**config.mk**
```make
export PLATFORM = sky130hd
export DESIGN_NAME = uart_bus_master
export DESIGN_NICKNAME = d
export VERILOG_FILES = /design/src/rtl/uart_bus_master.sv
export SDC_FILE = /design/constraint.sdc
export NUM_CORES = 1
export LEC_CHECK = 0
export BUFFER_PORTS_ARGS = -buffer_cell sky130_fd_sc_hd__buf_2
export CORE_MARGIN = 2
export CORE_UTILIZATION = 40
export CTS_BUF_LIST = sky130_fd_sc_hd__clkbuf_16
export CTS_CLUSTER_SIZE = 14
export DETAILED_ROUTE_END_ITERATION = 8
export GPL_ROUTABILITY_DRIVEN = 0
export GPL_TIMING_DRIVEN = 1
export HOLD_SLACK_MARGIN = 0.1
export PLACE_DENSITY = 0.59
export SYNTH_ARGS = -nofsm -noshare
export SYNTH_HDL_FRONTEND = slang
export SYNTH_SLANG_ARGS = --single-unit
export TNS_END_PERCENT = 50
```
**constraint.sdc**
```tcl
create_clock -name clk -period 5.1 [get_ports clk]
set_input_delay 0.255 -clock clk [delete_from_list [all_inputs] [get_ports clk]]
set_output_delay 0.255 -clock clk [all_outputs]
set_load 0.01 [all_outputs]
```
**src/rtl/uart_bus_master.sv**
```systemverilog
// UART-to-bus bridge: decodes 'W'/'R' command frames from the RX byte stream,
// runs one single-word bus cycle, and streams the reply bytes to TX.
module uart_bus_master #(
   parameter int          TIMEOUT  = 255,
   parameter logic [7:0]  ACK_BYTE = 8'h06,
   parameter logic [7:0]  NAK_BYTE = 8'h15
) (
   input  logic        clk,
   input  logic        rst,
   input  logic        rx_valid,
   input  logic [7:0]  rx_data,
   output logic        rx_ready,
   output logic        tx_valid,
   output logic [7:0]  tx_data,
   input  logic        tx_ready,
   output logic        cyc,
   output logic        we,
   output logic [29:0] addr,
   output logic [3:0]  sel,
   output logic [31:0] data_out,
   input  logic [31:0] data_in,
   input  logic        ack,
   output logic        busy
);

   typedef enum logic [2:0] {S_IDLE, S_ADDR, S_DATA, S_BUS, S_RESP} state_t;

   localparam logic [15:0] TMO_LAST = 16'(TIMEOUT - 1);

   state_t      state_q, state_d;
   logic [1:0]  idx_q, idx_d;
   logic        we_pend_q, we_pend_d;
   logic        resp_multi_q, resp_multi_d;
   logic [31:0] addr_sr_q, addr_sr_d;
   logic [31:0] rd_data_q, rd_data_d;
   logic [15:0] tmo_q, tmo_d;
   logic        cyc_q, cyc_d;
   logic        we_q, we_d;
   logic [29:0] addr_q, addr_d;
   logic [3:0]  sel_q, sel_d;
   logic [31:0] data_out_q, data_out_d;
   logic        tx_valid_q, tx_valid_d;
   logic [7:0]  tx_data_q, tx_data_d;
   logic        busy_q, busy_d;

   logic rx_fire, tx_fire;

   // rx_ready is decoded from state but forced low during reset
   assign rx_ready = !rst && (state_q == S_IDLE || state_q == S_ADDR || state_q == S_DATA);
   assign rx_fire  = rx_valid && rx_ready;
   assign tx_fire  = tx_valid_q && tx_ready;

   assign cyc      = cyc_q;
   assign we       = we_q;
   assign addr     = addr_q;
   assign sel      = sel_q;
   assign data_out = data_out_q;
   assign tx_valid = tx_valid_q;
   assign tx_data  = tx_data_q;
   assign busy     = busy_q;

   always_comb begin
      state_d      = state_q;
      idx_d        = idx_q;
      we_pend_d    = we_pend_q;
      resp_multi_d = resp_multi_q;
      addr_sr_d    = addr_sr_q;
      rd_data_d    = rd_data_q;
      tmo_d        = tmo_q;
      cyc_d        = cyc_q;
      we_d         = we_q;
      addr_d       = addr_q;
      sel_d        = sel_q;
      data_out_d   = data_out_q;
      tx_valid_d   = tx_valid_q;
      tx_data_d    = tx_data_q;
      busy_d       = busy_q;

      case (state_q)
         S_IDLE: begin
            idx_d = 2'd0;
            if (rx_fire) begin
               busy_d = 1'b1;
               if (rx_data == 8'h57 || rx_data == 8'h52) begin
                  we_pend_d = (rx_data == 8'h57);
                  state_d   = S_ADDR;
               end else begin
                  resp_multi_d = 1'b0;
                  tx_data_d    = NAK_BYTE;
                  tx_valid_d   = 1'b1;
                  state_d      = S_RESP;
               end
            end
         end
         S_ADDR: begin
            if (rx_fire) begin
               addr_sr_d = {rx_data, addr_sr_q[31:8]};
               idx_d     = idx_q + 2'd1;
               if (idx_q == 2'd3) begin
                  idx_d = 2'd0;
                  if (addr_sr_d[1:0] != 2'b00) begin
                     resp_multi_d = 1'b0;
                     tx_data_d    = NAK_BYTE;
                     tx_valid_d   = 1'b1;
                     state_d      = S_RESP;
                  end else if (we_pend_q) begin
                     state_d = S_DATA;
                  end else begin
                     state_d = S_BUS;
                  end
               end
            end
         end
         S_DATA: begin
            if (rx_fire) begin
               data_out_d = {rx_data, data_out_q[31:8]};
               idx_d      = idx_q + 2'd1;
               if (idx_q == 2'd3) begin
                  idx_d   = 2'd0;
                  state_d = S_BUS;
               end
            end
         end
         S_BUS: begin
            if (!cyc_q) begin
               cyc_d  = 1'b1;
               we_d   = we_pend_q;
               sel_d  = 4'hF;
               addr_d = addr_sr_q[31:2];
               tmo_d  = 16'd0;
            end else if (ack) begin
               // ack takes priority over a timeout expiring in the same cycle
               cyc_d      = 1'b0;
               we_d       = 1'b0;
               tmo_d      = 16'd0;
               tx_valid_d = 1'b1;
               state_d    = S_RESP;
               if (we_pend_q) begin
                  resp_multi_d = 1'b0;
                  tx_data_d    = ACK_BYTE;
               end else begin
                  resp_multi_d = 1'b1;
                  rd_data_d    = data_in;
                  tx_data_d    = data_in[7:0];
               end
            end else if (TIMEOUT != 0 && tmo_q == TMO_LAST) begin
               cyc_d        = 1'b0;
               we_d         = 1'b0;
               tmo_d        = 16'd0;
               resp_multi_d = 1'b0;
               tx_data_d    = NAK_BYTE;
               tx_valid_d   = 1'b1;
               state_d      = S_RESP;
            end else begin
               tmo_d = tmo_q + 16'd1;
            end
         end
         S_RESP: begin
            if (tx_fire) begin
               if (!resp_multi_q || idx_q == 2'd3) begin
                  tx_valid_d = 1'b0;
                  busy_d     = 1'b0;
                  idx_d      = 2'd0;
                  state_d    = S_IDLE;
               end else begin
                  idx_d = idx_q + 2'd1;
                  case (idx_q)
                     2'd0:    tx_data_d = rd_data_q[15:8];
                     2'd1:    tx_data_d = rd_data_q[23:16];
                     default: tx_data_d = rd_data_q[31:24];
                  endcase
               end
            end
         end
         default: state_d = S_IDLE;
      endcase
   end

   always_ff @(posedge clk or posedge rst) begin
      if (rst) begin
         state_q      <= S_IDLE;
         idx_q        <= 2'd0;
         we_pend_q    <= 1'b0;
         resp_multi_q <= 1'b0;
         addr_sr_q    <= 32'd0;
         rd_data_q    <= 32'd0;
         tmo_q        <= 16'd0;
         cyc_q        <= 1'b0;
         we_q         <= 1'b0;
         addr_q       <= 30'd0;
         sel_q        <= 4'd0;
         data_out_q   <= 32'd0;
         tx_valid_q   <= 1'b0;
         tx_data_q    <= 8'd0;
         busy_q       <= 1'b0;
      end else begin
         state_q      <= state_d;
         idx_q        <= idx_d;
         we_pend_q    <= we_pend_d;
         resp_multi_q <= resp_multi_d;
         addr_sr_q    <= addr_sr_d;
         rd_data_q    <= rd_data_d;
         tmo_q        <= tmo_d;
         cyc_q        <= cyc_d;
         we_q         <= we_d;
         addr_q       <= addr_d;
         sel_q        <= sel_d;
         data_out_q   <= data_out_d;
         tx_valid_q   <= tx_valid_d;
         tx_data_q    <= tx_data_d;
         busy_q       <= busy_d;
      end
   end

endmodule

```
==> results of run 1 <==
## sequential cells by signal (all words and copies together), names as in the netlist
signal / flops
rd_data_q: 24
addr: 30
resp_multi_q: 1
we_pend_q: 1
addr_sr_q: 30
sel: 1
data_out: 32
tx_valid: 1
we: 1
state_q: 3
cyc: 1
tmo_q: 16
idx_q: 2
busy: 1
tx_data: 8
## where the power goes
part           internal [mW]  leakage, nW  switching [mW]
Clock                  0.660        0.248           0.474
Combinational         0.0292         1.98          0.0381
Sequential              1.21         2.09         0.00195
Total                   1.90         4.33           0.514
## synth_stat cells (all sizes together)
library cell and count:
inv 9, and2 3, a21o 2, nand4bb 1, and3 2, o211ai 3
or3 1, and4b 1, xnor2 4, o32a 2, o41ai 2, nor4 1
o22ai 1, nand2b 1, nor3b 2, nor3 5, a21oi 19, nor2 24
o311ai 1, buf 17, mux2 125, nor4b 1, and3b 1, xor2 9
nand3b 2, nand4 6, a22o 11, clkbuf 10, and2b 3, a31oi 3
o31ai 2, nand2 27, nand3 5, o21ai 16, dfrtp 152, a41oi 1
o21a 2, ha 5, or2 1, o32ai 1, or4 1, nand4b 1
## per-layer routing
layer	wire, microns	up-vias
li1	-	2016
met3	495	10
met2	6710	80
met4	127	0
met1	6210	2152
met5	0	-
## area by class of cell
cell class,instances,area share
Inverter,9,0.00462
Clock inverter,13,0.0132
Timing Repair Buffer,151,0.109
Clock buffer,17,0.0524
Tap cell,216,0.0333
Multi-Input combinational cell,298,0.319
Sequential cell,152,0.468
## logic make-up after synthesis
kind of cell    count (synthesis)
buf+inv                        36
simple gates                   89
fa+ha+maj                       5
xor+xnor                       13
compound gates                 66
flops                         152
mux                           125
## how the worst max path moves through the flow
stage,to,cells past startpoint
finish,rd_data_q[24]$_DFFE_PP0P_,4
global route,rd_data_q[28]$_DFFE_PP0P_,4
CTS,rd_data_q[28]$_DFFE_PP0P_,4
detailed placement,rd_data_q[14]$_DFFE_PP0P_,4
global placement,rd_data_q[23]$_DFFE_PP0P_,4
floorplan,data_out[10]$_DFFE_PP0P_,6
## per-stage QoR
stage / hold slack [ns] / setup WS (ns)
floorplan: 0.382 / 1.16
global placement: 0.463 / 2.64
detailed placement: 0.469 / 2.51
CTS: 0.113 / 2.49
global route: 0.124 / 2.30
finish: 0.128 / 2.52
## placed cells by master, fill, tap and decap left out, drive strengths merged, types with 2 or more instances in the layout
master,instances
nor2,24
o32a,2
o21a,2
and2b,3
a21oi,19
o41ai,2
nor3,5
nand3b,2
clkinvlp,6
o31ai,2
nand2,27
clkinv,6
clkbuf,17
dlygate4sd3,24
a31oi,3
and2,3
inv,9
and3,2
buf,127
xor2,9
dfrtp,152
nand3,5
nor3b,2
a21o,2
o21ai,16
a22o,11
xnor2,4
ha,5
o211ai,3
nand4,6
mux2,125
==> Implementation_results.wiki, run 1 <==
{| class="wikitable"
! Metric !! Value
|-
| Endpoint class of the critical path || flip-flop
|-
| Total of cells resized after clock tree synthesis || 0
|-
| Filler cells || 1468
|-
| RSZ-0062 raised after global routing || no
|-
| Worst R2R End || rd_data_q[24]$_DFFE_PP0P_
|-
| Clk root buf || sky130_fd_sc_hd__clkbuf_16
|-
| Setup CP Type || reg2reg
|-
| Kind of cell adding the most delay to the critical path || simple AND/OR/NAND/NOR gates
|-
| Multi-input gate area in the final layout || 0.00259 sq mm
|-
| DRT iter0 DRCs || 206
|-
| # setup viols final || 0
|-
| Library cell occupying the most area in the post-synthesis netlist || sky130_fd_sc_hd__dfrtp_1
|-
| Average detailed-routed wire length per instance || 15.8 microns
|-
| Nets || 679
|-
| Data required, critical path || 5.38 ns
|-
| Placement Rows || 46
|-
| Share of the synthesized area in compound gates (AO/OA/AOI/OAI) || 0.0684
|-
| Result of the run || finished clean
|-
| CTS H-tree lvls || 4
|-
| Overall die area || 0.0176 sq mm
|-
| Top area cells in the synthesized netlist || sky130_fd_sc_hd__dfrtp_1 (58%), sky130_fd_sc_hd__mux2_2 (14%), sky130_fd_sc_hd__mux2_1 (5.6%), sky130_fd_sc_hd__mux2_4 (1.8%), sky130_fd_sc_hd__nand2_1 (1.5%)
|-
| CORE AREA || 0.0160 sq mm
|-
| F_max || 388 MHz
|-
| Adder and majority gate portion of the synthesized area || 0.00947
|-
| Final setup TNS || 0 ns
|-
| Startpoint kind of the worst setup timing path || flip-flop
|-
| Met3 Track Usage GR || 0.0425
|-
| Routed vias || 4258
|-
| Count of synthesis-stage warnings from yosys || 0
|-
| Final Max Slew Viols || 0
|-
| Layout overhead on the synthesized area || 23.0%
|-
| Met1 Use GR || 0.219
|-
| Number of post-CTS setup repair buffers || 0
|-
| Post-detailed-routing wire length || 13500 microns
|-
| Num CTS Buffers || 17
|-
| Sinks on Clock Net || 152
|-
| Critical hold path startpoint || rx_data[1]
|-
| Depth of the worst register-to-register path || 4
|-
| Simple-Gate Fraction of Synth Area || 0.0790
|-
| Number of maximum-capacitance violations || 0
|-
| Flip-flop and latch count after synthesis || 152
|-
| Share of the synthesized area in the top cell type || 0.576
|-
| Area of the mapped netlist || 0.00661 sq mm
|-
| Total placed cells including tap cells || 802
|-
| Data arrival time of the critical path || 2.86 ns
|-
| Share of layout cells above drive strength 1 || 0.416
|-
| Clock Latency Late Sink || 0.41 ns
|-
| Die outline width || 133 microns
|-
| Final standard cell count with taps included and fillers excluded || 856
|-
| Dominant combinational cell family by area after synthesis || multiplexers
|-
| Die extent in y || 133 microns
|-
| Post-synthesis average cell area || 13.6 sq um
|-
| Netlist cell types || 61
|-
| Residual antenna-violating net count after detailed routing || 0
|-
| Number of hold-slack violations in the final timing report || 0
|-
| Wire length of the first global-routing pass || 22700 microns
|-
| Beginning of the critical path || state_q[0]$_DFFE_PP0P_
|-
| Per-cell via count in the routed design || 4.97
|-
| Post-Route Skew || 0.00770 ns
|-
| Worst reg2reg path startpoint || state_q[0]$_DFFE_PP0P_
|-
| WHS Endpoint || data_out[25]$_DFFE_PP0P_
|-
| IO Port Bufs || 123
|-
| Remaining design rule violation count || 0
|-
| GRT overflow || 0
|-
| Power Total || 2.41 mW
|-
| Post-synthesis mux area share || 0.218
|-
| Critical path's slowest cell || sky130_fd_sc_hd__dfrtp_1
|-
| Buffers & Inverters on Critical Path || 0
|-
| Number of buffers inserted by hold repair at cts || 24
|-
| Reg clk slew, reported paths || 0.06 ns
|-
| Vias in the first global route || 4396
|-
| GR Util met2 || 0.261
|-
| Tightest slew margin relative to the limit || 0.276
|-
| Post-route minimum period || 2.58 ns
|-
| Final instance area || 0.00813 sq mm
|-
| Post-route fraction of the period consumed by the critical path || 0.506
|-
| Post-synth net total || 536
|-
| Reg2reg setup slack || 2.52 ns
|-
| Pin count of the biggest net entering global routing || 87
|-
| Detailed-placement wirelength estimate || 9320 microns
|-
| Most utilized layer in the global route result || met2
|-
| Number of cells produced by synthesis || 486
|-
| Power density normalized to cell area || 297 mW/mm^2
|-
| Worst min path class || in2reg
|-
| Diode count || 0
|-
| Placed inst area || 0.00735 sq mm
|-
| Longest Clk Path Bufs || 2
|-
| Slew at the pin closest to its max-slew limit || 1.09 ns
|-
| Sequential cell area || 0.00380 sq mm
|-
| GRT Overall Usage || 0.162
|-
| Critical Path Max Stage Delay || 0.71 ns
|-
| Maximum resistive drop on vdd || 0.000225 V
|-
| Synth Area in XOR/XNOR || 0.0172
|-
| Worst path cell trace || nand3b_4, nor2_2, nand2_1, mux2_1
|-
| Sequential cell area fraction in the yosys report || 0.576
|-
| Static leakage || 4.33 nW
|-
| Antenna violations before repair || 0
|-
| Ports || 124
|-
| Clock tree from TritonCTS || yes
|-
| Critical path peak fanout || 24
|-
| Length of the first detailed-routing pass in iterations || 4
|-
| Number of cells on the worst hold path || 2
|-
| Initial Utilization || 0.413
|-
| Core occupancy in the finished layout || 0.508
|}
Power figures use the tool's default switching activity.
==> inputs of run 2 (changes only) <==
==> constraint.sdc (replaced) <==
create_clock -name clk -period 2.5 [get_ports clk]
set_input_delay 0.125 -clock clk [delete_from_list [all_inputs] [get_ports clk]]
set_output_delay 0.125 -clock clk [all_outputs]
set_load 0.01 [all_outputs]
==> run 2 against run 1 <==
  * Maximum frequency up 12%
  * Combinational power up 130%
  * Register-to-register slack worse by 2.3 ns
  * Via count up 2.1%
  * Critical path depth up 3
  * Die area unchanged
  * Non-clock buffer count up 19
  * Cell count up 2.5%
  * Worst hold slack better by 0.0099 ns
  * Global-route usage about the same
  * Critical endpoint is now tx_data[6]$_DFFE_PP0P_
==> Implementation_results.wiki, run 2 (synthesis gave the netlist of run 1 again) <==
{| class="wikitable"
! Metric !! Value
|-
| Result of the run || finished clean
|-
| Post-Route Skew || 0.00791 ns (+0.000217 ns)
|-
| Data required, critical path || 2.80 ns (-2.58 ns)
|-
| Num CTS Buffers || 17 (unchanged)
|-
| Endpoint class of the critical path || flip-flop
|-
| Overall die area || 0.0176 sq mm (unchanged)
|-
| Final WS setup || 0.203 ns (-2.32 ns)
|-
| Worst path cell trace || and3b_1, nand2_4, a31oi_4, nor4b_4, o21a_1, buf_12, mux2_4
|-
| Detailed-placement wirelength estimate || 9030 microns (-3.1%)
|-
| Number of post-CTS setup repair buffers || 0 (unchanged)
|-
| Pin count of the biggest net entering global routing || 154 (+77%)
|-
| Per-cell via count in the routed design || 4.96 (-0.31%)
|-
| Total placed cells including tap cells || 807 (+0.62%)
|-
| Critical Path Max Stage Delay || 0.71 ns (about the same)
|-
| Worst min path class || in2reg
|-
| Post-detailed-routing wire length || 13400 microns (-1.3%)
|-
| Setup CP Type || reg2reg
|-
| Maximum resistive drop on vdd || 0.000441 V (+96%)
|-
| Clock Latency Late Sink || 0.43 ns (+0.02 ns)
|-
| GRT Overall Usage || 0.162 (+0.000345)
|-
| Post-placement setup slack || 0.219 ns (-2.29 ns)
|-
| Number of flip-flops under the largest register name || 32 (unchanged)
|-
| Number of maximum-capacitance violations || 0 (unchanged)
|-
| Nets || 698 (+2.8%)
|-
| Number of hold-slack violations in the final timing report || 0 (unchanged)
|-
| Clk root buf || sky130_fd_sc_hd__clkbuf_16
|-
| Remaining design rule violation count || 0 (unchanged)
|-
| Longest Clk Path Bufs || 2 (unchanged)
|-
| Final instance area || 0.00840 sq mm (+3.4%)
|-
| Power Total || 5.19 mW (+120%)
|-
| Critical path peak fanout || 17 (-29%)
|-
| Startpoint kind of the worst setup timing path || flip-flop
|-
| Die outline width || 133 microns (unchanged)
|-
| Clock tree from TritonCTS || yes
|-
| GRT overflow || 0 (unchanged)
|-
| Number of cells on the worst hold path || 4 (+2)
|-
| Vias in the first global route || 4459 (+1.4%)
|-
| Wire length of the first global-routing pass || 22800 microns (+0.37%)
|-
| F_max || 435 MHz (+12%)
|-
| Sequential cell area || 0.00380 sq mm (unchanged)
|-
| Diode count || 0 (unchanged)
|-
| Sinks on Clock Net || 152 (unchanged)
|-
| Placed inst area || 0.00743 sq mm (+1.1%)
|-
| Total of cells resized after clock tree synthesis || 0 (unchanged)
|-
| Antenna violations before repair || 0 (unchanged)
|-
| Multi-input gate area in the final layout || 0.00260 sq mm (+0.19%)
|-
| Placement Rows || 46 (unchanged)
|-
| Final setup TNS || 0 ns (unchanged)
|-
| Static leakage || 4.46 nW (+3.2%)
|-
| Data arrival time of the critical path || 2.60 ns (-0.26 ns)
|-
| Final Max Slew Viols || 0 (unchanged)
|-
| Average detailed-routed wire length per instance || 15.2 microns (-3.7%)
|-
| # setup viols final || 0 (unchanged)
|-
| CORE AREA || 0.0160 sq mm (unchanged)
|-
| Die extent in y || 133 microns (unchanged)
|-
| Initial Utilization || 0.413 (unchanged)
|-
| DRT iter0 DRCs || 225 (+9.2%)
|-
| Layout overhead on the synthesized area || 27.2%
|-
| Power density normalized to cell area || 617 mW/mm^2 (+110%)
|-
| Reg2reg setup slack || 0.20 ns (-2.32 ns)
|-
| Tightest slew margin relative to the limit || 0.420 (+0.144)
|-
| Slew at the pin closest to its max-slew limit || 0.870 ns (-0.216 ns)
|-
| Post-route fraction of the period consumed by the critical path || 0.919 (+0.413)
|-
| Logic depth of the worst path, buffers included || 7 (+3)
|-
| Leading cell type in the layout, fill and taps excluded || sky130_fd_sc_hd__dfrtp_1
|-
| Residual antenna-violating net count after detailed routing || 0 (unchanged)
|-
| Final standard cell count with taps included and fillers excluded || 877 (+2.5%)
|-
| Most frequent cells in the layout || sky130_fd_sc_hd__dfrtp_1 (152), sky130_fd_sc_hd__buf_2 (123), sky130_fd_sc_hd__mux2_2 (84)
|-
| Post-route minimum period || 2.30 ns (-0.282 ns)
|-
| CTS H-tree lvls || 4 (unchanged)
|-
| Ports || 124 (unchanged)
|-
| IO Port Bufs || 123 (unchanged)
|-
| Length of the first detailed-routing pass in iterations || 5 (+1)
|-
| Kind of cell adding the most delay to the critical path || flip-flops
|-
| Reg clk slew, reported paths || 0.06 ns (about the same)
|-
| Routed vias || 4349 (+2.1%)
|-
| Depth of the worst register-to-register path || 7 (+3)
|-
| RSZ-0062 raised after global routing || no
|-
| Buffers & Inverters on Critical Path || 1 (+1)
|-
| Critical path's slowest cell || sky130_fd_sc_hd__dfrtp_1
|-
| Share of layout cells above drive strength 1 || 0.415 (-0.00110)
|-
| Filler cells || 1439 (-2.0%)
|}
-- run 2: changes by cell type in the layout (fill, tap and decap cells not counted), moves of 2 or more --
cell / previous run / this run
sky130_fd_sc_hd__clkinv_2: 3 / 0
sky130_fd_sc_hd__inv_6: 1 / 5
sky130_fd_sc_hd__buf_4: 4 / 6
sky130_fd_sc_hd__dlygate4sd3_1: 24 / 38
sky130_fd_sc_hd__inv_8: 0 / 3
sky130_fd_sc_hd__buf_12: 0 / 3
sky130_fd_sc_hd__clkinvlp_4: 6 / 3
-- run 2: worst register-to-register path, delay by kind of cell, from the launching register on --
kind            cells  cell delay, ns
buf+inv             1            0.15
compound gates      2            0.40
simple gates        3            0.62
mux                 1            0.29
flops               1            0.71
-- run 2: area by class of cell --
class	count	area share
clock buffer	17	0.0506
inverter	9	0.00447
timing repair buffer	170	0.131
clock inverter	15	0.0195
multi-input combinational	298	0.309
tap	216	0.0322
sequential	152	0.453
-- run 2: layer usage --
layer | routed length, microns | global-route usage | vias up
li1 | - | - | 2065
met1 | 6160 | 0.216 | 2174
met2 | 6580 | 0.257 | 101
met3 | 499 | 0.0456 | 9
met4 | 135 | 0.0538 | 0
met5 | 0 | 0 | -
-- run 2: stage by stage --
step / util / hold slack, ns
CTS: 0.525 / 0.130
detailed placement: 0.464 / 0.342
floorplan: - / 0.257
global route: 0.525 / 0.157
global placement: 0.464 / 0.336
finish: 0.525 / 0.138
-- run 2: timing repair --
| action | CTS | global route |
|---|---|---|
| setup endpoints to repair | 0 | 0 |
| hold endpoints to repair | 197 | 0 |
| hold buffers | 38 | 0 |
-- run 2: report_power, final --
part           switching (mW)  internal, mW  leakage (nW)
clock                    1.07          1.49         0.287
combinational          0.0791        0.0740          2.08
sequential            0.00389          2.46          2.09
-- run 2: path summary, 6_finish.rpt --
path | from | end
max | state_q[0]$_DFFE_PP0P_ | tx_data[6]$_DFFE_PP0P_
min | data_in[2] | tx_data[2]$_DFFE_PP0P_
max reg2reg | state_q[0]$_DFFE_PP0P_ | tx_data[6]$_DFFE_PP0P_
min reg2reg | addr[2]$_DFFE_PP0P_ | addr[2]$_DFFE_PP0P_
max in group asynchronous | rst | data_out[14]$_DFFE_PP0P_
min in group asynchronous | rst | busy$_DFFE_PP0P_
